<file path="src/rtl/v810_icache_pkg.sv">
// Shared types for the V810 instruction-cache controller: FSM states and the
// tag-RAM entry layout.
package v810_icache_pkg;

  localparam int IDX_W = 7;
  localparam int TAG_W = 30 - 1 - IDX_W;

  typedef enum logic [2:0] {
    CLEAR,
    IDLE,
    HIT,
    BYPASS,
    FILL_A,
    FILL_B,
    ACK
  } state_t;

  typedef struct packed {
    logic             valid;
    logic [TAG_W-1:0] tag;
  } tag_entry_t;

endpackage

</file>
<file path="src/rtl/v810_icache_ctl.sv">
// Direct-mapped instruction-cache controller: hit/miss lookup, critical-word-first
// two-beat line fill, uncached bypass, and whole-cache invalidation.
module v810_icache_ctl #(
  parameter int IDX_W = v810_icache_pkg::IDX_W,
  parameter int TAG_W = v810_icache_pkg::TAG_W
) (
  input  logic               CLK,
  input  logic               RESn,
  input  logic               ice,
  input  logic               inv_req,
  output logic               inv_done,
  input  logic               req,
  input  logic [29:0]        addr,
  output logic               ack,
  output logic [31:0]        rdata,
  output logic               mem_req,
  output logic [29:0]        mem_addr,
  input  logic               mem_ack,
  input  logic [31:0]        mem_rdata,
  output logic [IDX_W-1:0]   tag_rd_addr,
  input  logic [TAG_W:0]     tag_rd_data,
  output logic               tag_wr_en,
  output logic [IDX_W-1:0]   tag_wr_addr,
  output logic [TAG_W:0]     tag_wr_data,
  output logic [IDX_W:0]     dat_rd_addr,
  input  logic [31:0]        dat_rd_data,
  output logic               dat_wr_en,
  output logic [IDX_W:0]     dat_wr_addr,
  output logic [31:0]        dat_wr_data
);
  import v810_icache_pkg::*;

  state_t             state;
  logic [IDX_W-1:0]   clr_cnt;
  logic               word;
  logic [IDX_W-1:0]   idx;
  logic [TAG_W-1:0]   tag;
  logic               hit;

  assign word = addr[0];
  assign idx  = addr[IDX_W:1];
  assign tag  = addr[29:IDX_W+1];
  assign hit  = tag_rd_data[TAG_W] && (tag_rd_data[TAG_W-1:0] == tag);

  assign tag_rd_addr = idx;
  assign dat_rd_addr = {idx, word};

  // Second fill beat fetches the other half of the line.
  assign mem_addr = (state == FILL_B) ? {addr[29:1], ~word} : addr;

  assign dat_wr_en   = mem_ack && ((state == FILL_A) || (state == FILL_B));
  assign dat_wr_addr = {idx, (state == FILL_B) ? ~word : word};
  assign dat_wr_data = mem_rdata;

  // The tag is only written on the final beat, so a half-filled line never looks valid.
  // RESn gates the clear write so no write is issued while reset is held.
  assign tag_wr_en   = ((state == CLEAR) && RESn) || ((state == FILL_B) && mem_ack);
  assign tag_wr_addr = (state == CLEAR) ? clr_cnt : idx;
  assign tag_wr_data = (state == CLEAR) ? '0 : {1'b1, tag};

  always_ff @(posedge CLK or negedge RESn) begin
    if (!RESn) begin
      state    <= CLEAR;
      clr_cnt  <= '0;
      ack      <= 1'b0;
      inv_done <= 1'b0;
      mem_req  <= 1'b0;
      rdata    <= '0;
    end else begin
      ack      <= 1'b0;
      inv_done <= 1'b0;
      case (state)
        CLEAR: begin
          clr_cnt <= clr_cnt + IDX_W'(1);
          if (clr_cnt == '1) begin
            state    <= IDLE;
            inv_done <= inv_req;
          end
        end
        IDLE: begin
          // inv_req is still high in the inv_done cycle; do not restart the clear.
          if (inv_req && !inv_done) begin
            state <= CLEAR;
          end else if (req) begin
            if (ice && hit) begin
              state <= HIT;
              ack   <= 1'b1;
              rdata <= dat_rd_data;
            end else begin
              state   <= ice ? FILL_A : BYPASS;
              mem_req <= 1'b1;
            end
          end
        end
        HIT: state <= IDLE;
        BYPASS: begin
          if (mem_ack) begin
            mem_req <= 1'b0;
            rdata   <= mem_rdata;
            ack     <= 1'b1;
            state   <= ACK;
          end
        end
        FILL_A: begin
          if (mem_ack) begin
            mem_req <= 1'b0;
            rdata   <= mem_rdata;
            state   <= FILL_B;
          end
        end
        FILL_B: begin
          // mem_req enters FILL_B low, giving the bus one idle cycle between beats.
          if (mem_ack) begin
            mem_req <= 1'b0;
            ack     <= 1'b1;
            state   <= ACK;
          end else begin
            mem_req <= 1'b1;
          end
        end
        ACK:     state <= IDLE;
        default: state <= CLEAR;
      endcase
    end
  end

  a_addr_stable: assert property (@(posedge CLK) disable iff (!RESn)
    (req && !ack) |=> $stable(addr));

endmodule

</file>
<file path="config.mk">
export PLATFORM = sky130hd
export DESIGN_NAME = v810_icache_ctl
export DESIGN_NICKNAME = d
export VERILOG_FILES = /design/src/rtl/v810_icache_pkg.sv /design/src/rtl/v810_icache_ctl.sv
export SDC_FILE = /design/constraint.sdc
export NUM_CORES = 1
export LEC_CHECK = 0
export CAP_MARGIN = 15
export CORE_AREA = 2 2 105 107
export CTS_CLUSTER_DIAMETER = 200
export DETAILED_ROUTE_END_ITERATION = 8
export DIE_AREA = 0 0 107 109
export PLACE_DENSITY = 0.79
export SYNTH_ARGS = -nofsm -noshare
export SYNTH_HDL_FRONTEND = slang
export SYNTH_SLANG_ARGS = --single-unit
</file>
<file path="constraint.sdc">
create_clock -name CLK -period 5.5 [get_ports CLK]
set_input_delay 1.1 -clock CLK [delete_from_list [all_inputs] [get_ports CLK]]
set_output_delay 1.1 -clock CLK [all_outputs]
set_load 0.05 [all_outputs]
</file>
Yosys cells after proc, flatten, opt, wreduce, memory -nomap -nowiden
Cells that the tools add are included.
- RAM bits: 0
- input bits: 123
- memories: 0
- bits in registers: 45
- ROM bits: 0
- output and inout bits: 152
- latch bits: 0
- word-level logic and storage cells: 73
- divide/modulo/power cells: 0
- $lt $le $gt $ge: 0
- bitwise logic cells: 1
- multipliers: 0
- multiplexer cells: 30
- $add $sub $neg: 1
- equality and inequality tests: 17
- shift-type cells: 0
- reductions and logical operators: 18
- operators with widths (operator ; count):
    32-bit 2-to-1 mux ; 4
    32-bit one-hot mux with 2 select lines ; 1
    23-bit 2-to-1 mux ; 1
    22-bit equality test ; 1
    3-bit 2-to-1 mux ; 7
    3-bit one-hot mux with 5 select lines ; 1
    1-bit 2-to-1 mux ; 13
    2-bit != test, second input constant ; 5
    5-bit AND reduction ; 2
    3-bit equality test, second input constant ; 3
    7-bit by 1-bit adder with 7-bit output, second input constant ; 1
    7-bit equality test, second input constant ; 1
    7-bit 2-to-1 mux ; 1
    3-bit by 2-bit equality test with 1-bit output, second input constant ; 2
    1-bit logical AND ; 6
    2-bit by 1-bit != test with 1-bit output, second input constant ; 3
    2-bit OR reduction ; 3
    4-bit AND reduction ; 1
    3-bit by 1-bit equality test with 1-bit output, second input constant ; 1
    3-bit logical NOT ; 1
    3-bit != test, second input constant ; 1
    1-bit one-hot mux with 3 select lines ; 1
    3-bit nonzero test ; 1
    1-bit logical OR ; 2
    other kinds (4) ; 4

Longest topological paths before layout
- word-level depth: 7
- depth in mapped cells: 7

Worst setup path before layout
No wires, ideal clock.
- kind: input port to output port
- from: input addr[0]
- to: output mem_addr[0]
- slack: 2.086 ns
- arrival: 2.314 ns
- stages on the path: 2
- data required time: 4.400 ns
- cells stage by stage: xnor2_1 buf_4
- longest elaborated chain between the ends: 2
- RTL lines (item ; RTL line ; source):
    from (decl) ; v810_icache_ctl.sv:13 ; input logic [29:0] addr,
    1-bit inverter ; v810_icache_ctl.sv:49 ; assign mem_addr = (state == FILL_B) ? {addr[29:1], ~word} : addr;
    1-bit 2-to-1 mux * ; v810_icache_ctl.sv:49 ;
    to (decl) ; v810_icache_ctl.sv:17 ; output logic [29:0] mem_addr,
Mark *: on every way between the ends. The rest lies on a longest branch, timed or not.

Worst setup path in the final report
- from: input mem_ack
- to: output dat_wr_en
- longest elaborated chain between the ends: 1
- RTL lines (item ; RTL line ; source):
    from (decl) ; v810_icache_ctl.sv:18 ; input logic mem_ack,
    1-bit logical AND ; v810_icache_ctl.sv:51 ; assign dat_wr_en = mem_ack && ((state == FILL_A) || (state == FILL_B));
    to (decl) ; v810_icache_ctl.sv:27 ; output logic dat_wr_en,
No other way between the ends.

==> metrics.md <==
| Metric | Value |
|---|---|
| Status | complete, no violations |
| Clk pin slew, worst setup/hold paths | about 0.080 ns |
| Routed wire length | 11100 um |
| F_max | roughly 250 MHz |
| Layout cell share with drive strength beyond 1 | between 10% and 20% |
| Design Area, Final | between 5000 and 6000 um2 |
| Final Util | between 50% and 60% |
| Vias/cell | between 4 and 5 |
| Vias in the first global route | approximately 3100 |
| VDD IR max | between 0.3 and 0.4 mV |
| Async SR Flop Fraction | 100% |
| Largest cells by area after synthesis | dfrtp_1 (34%), buf_4 (19%), o221a_1 (9.8%) |
| Cts repair resizes | 0 |
| Final #Nets | ~640 |
| Die height | around 110 um |
| Fin. Hold Viols | 0 |
| Initial core utilization | about a third |
| Root Buffer | clkbuf_8 |
| Synth Area in Compound Gates | 14.0% |
| Core footprint | ~11000 um2 |
| FF+latch count, synth | 45 |
| DRC | 0 |
| Avg Cell Area, Syn | 10.0 um2 |
| P_leak | between 0.002 and 0.0025 uW |
| CP Max Fanout | 6 |
| Clock tree buffer depth | 2 |
| Post-Place Cells | between 600 and 700 |
| Clock skew | a little over 0.01 ns |
| Crit path launch type | input pin |
| Post-Synth Simple-Gate Area | between 10% and 20% |
| Fin crit share | 73.7% |
| All-Layer GR Usage | between 10% and 20% |
| WHS Path Cells | 1 |
| DIE WIDTH | about 110 um |
| Adder-Cell Fraction of Synth Area | less than 1% |
| Global route total overflow | 0 |
| Die Footprint | approximately 12000 um2 |
| Cells on worst reg2reg path | 6 |
| Synth cell types | 37 |
| # Post-CTS Setup Buffers | 0 |
| Max-cap viol count | 0 |
| Synth Net Count | roughly 460 |
| Fin Hold WS | 0.495 ns |
| Xor-xnor portion of the synthesized cell area | ~7.6% |
| Htree depth | 2 |
| First-pass GRT wire length | about 16000 um |
| Via Count | ~3100 |
| Mux cell area share after synthesis | under 10% |
| Slew @ Worst Pin | a little over 1 ns |
| Required time worst endpoint | ~4.4 ns |
| Crit path capture type | output port |
| Antenna-violating nets left | 0 |
| Cells after Synth | roughly 330 |
| Worst hold path type | flip-flop to flip-flop |
| Pwr per Cell Area | approximately 500 nW/um2 |
| Setup TNS | 0 ns |
| GP Congestion | about 0.85 |
| Final Setup Violations | 0 |
| Slew Viols, Final | 0 |
| CP arrival | just under 3 ns |
| Register area share after synthesis | about 34% |
| FP Rows | 38 |
| Rel. slew slack | between 30 and 40% |
| Yosys top cell area share | between 30 and 40% |
| Final non-filler cell total | roughly 660 |
| EDFF count, synth | 0 |
| Post-synth top flop | dfrtp_1 |
| TritonCTS clock tree | done |
| Largest net degree at the start of global routing | between 40 and 50 |
| P&R area growth vs syn | 68.4% |
| Largest family of logic cells by synthesized area | buffers and inverters |
| # hold bufs at CTS | 0 |
| Synth cell count leaders | buf_4 (84), dfrtp_1 (45), or2_2 (33), o221a_1 (29) |
| Cell Area, Synth | roughly 3300 um2 |
| Hpwl dp | approximately 8900 um |
| Unrepaired setup endpoints after global routing | false |
| Cell taking the most area after synthesis | dfrtp_1 |
| Synthesis Warnings | 0 |
| Minimum clock period | between 4 and 5 ns |
| I/O Pins | ~280 |
| CP Class | input pin to output port |
| Drt pass-1 iters | 4 |
| Clock Latency Late Sink | about 0.29 ns |
| Placed Area | about 5500 um2 |
| Initial DRC count | between 100 and 150 |
| WL/cell | about 17 um |
| Num CTS Buffers | 5 |
| Top-count cell post-synth | buf_4 |
| Port-buffer cells | ~270 |
| Initial antenna violation count | 1 |
| # clock sinks | 45 |
==> report_power, final <==
part           switching [uW]  internal, uW
registers                 118           482
logic                    1270           755
clock network             113          88.4
total                    1500          1330
==> metal layers <==
layer  routed length (um)  up-vias  share of wire [%]  track usage [%]
met5                    0        -                  0                0
met3                  922       10                8.3             4.18
met1                 3980     1457                 36             19.1
met2                 5980      175                 54             35.4
li1                     -     1441                  -                -
met4                  177        0                1.6             4.92
==> stage by stage <==
step | power (uW) | setup slack (ns)
finish | 2820 | 1.45
global route | 2960 | 1.36
CTS | 2850 | 1.46
detailed placement | 2640 | 1.46
global placement | 2610 | 1.48
floorplan | 1970 | 2.09
==> cell type report <==
type	count	area, um2
diodes	1	2.50
well taps	140	175
clock inverters	2	10.0
flip-flops and latches	45	1130
inverters	5	18.8
repair buffers	278	2770
clock buffers	6	72.6
fillers	939	5010
multi-input cells	182	1420
==> worst max-delay path, stage by stage <==
cell             delay (ns)
clkdlybuf4s50_1        0.57
inv_1                  0.10
or2_2                  0.31
inv_1                  0.07
clkdlybuf4s50_1        0.79
==> sequential cells by signal (all words and copies together), names as in the netlist <==
signal	flops
rdata	32
clr_cnt	7
inv_done	1
ack	1
mem_req	1
state	3
==> worst paths after layout <==
path | start | end | slack, ns
min in group asynchronous | RESn | rdata[10] | 0.94
max reg2reg | state[1] | rdata[19] | 3.03
min reg2reg | clr_cnt[5] | clr_cnt[5] | 0.49
max | mem_ack | dat_wr_en | 1.45
min | clr_cnt[5] | clr_cnt[5] | 0.49
max in group asynchronous | RESn | clr_cnt[6] | 4.18
==> kinds of logic (layout without fill, tap and decap cells) <==
kind of cell               Yosys count  after routing
buffers and inverters              105            291
and+or+nand+nor                     99             99
other                                0              1
muxes                                8              8
xor gates and xnor gates            29             29
AOI/OAI and AO/OA                   45             45
adders and majority gates            1              1
DFF                                 45             45
==> cell usage in the layout (no fill, tap or decap), types with 2 or more instances in the layout <==
| master | n |
|---|---|
| o221a_2 | 3 |
| nand3_1 | 5 |
| xnor2_1 | 7 |
| o221a_1 | 29 |
| buf_4 | 4 |
| nand2b_1 | 3 |
| nor4_2 | 3 |
| inv_1 | 5 |
| and2_1 | 22 |
| dfrtp_1 | 45 |
| nand3b_1 | 2 |
| xor2_1 | 22 |
| nor2_1 | 4 |
| o21ai_0 | 3 |
| clkbuf_8 | 5 |
| nor3_1 | 4 |
| clkdlybuf4s50_1 | 273 |
| mux2_2 | 8 |
| a21oi_1 | 3 |
| clkinv_2 | 2 |
| o2bb2ai_1 | 2 |
| or2_2 | 33 |
| nand2_1 | 12 |
| nand4_1 | 3 |
| or3_1 | 2 |
No activity file was read; power rests on OpenSTA's default activity.
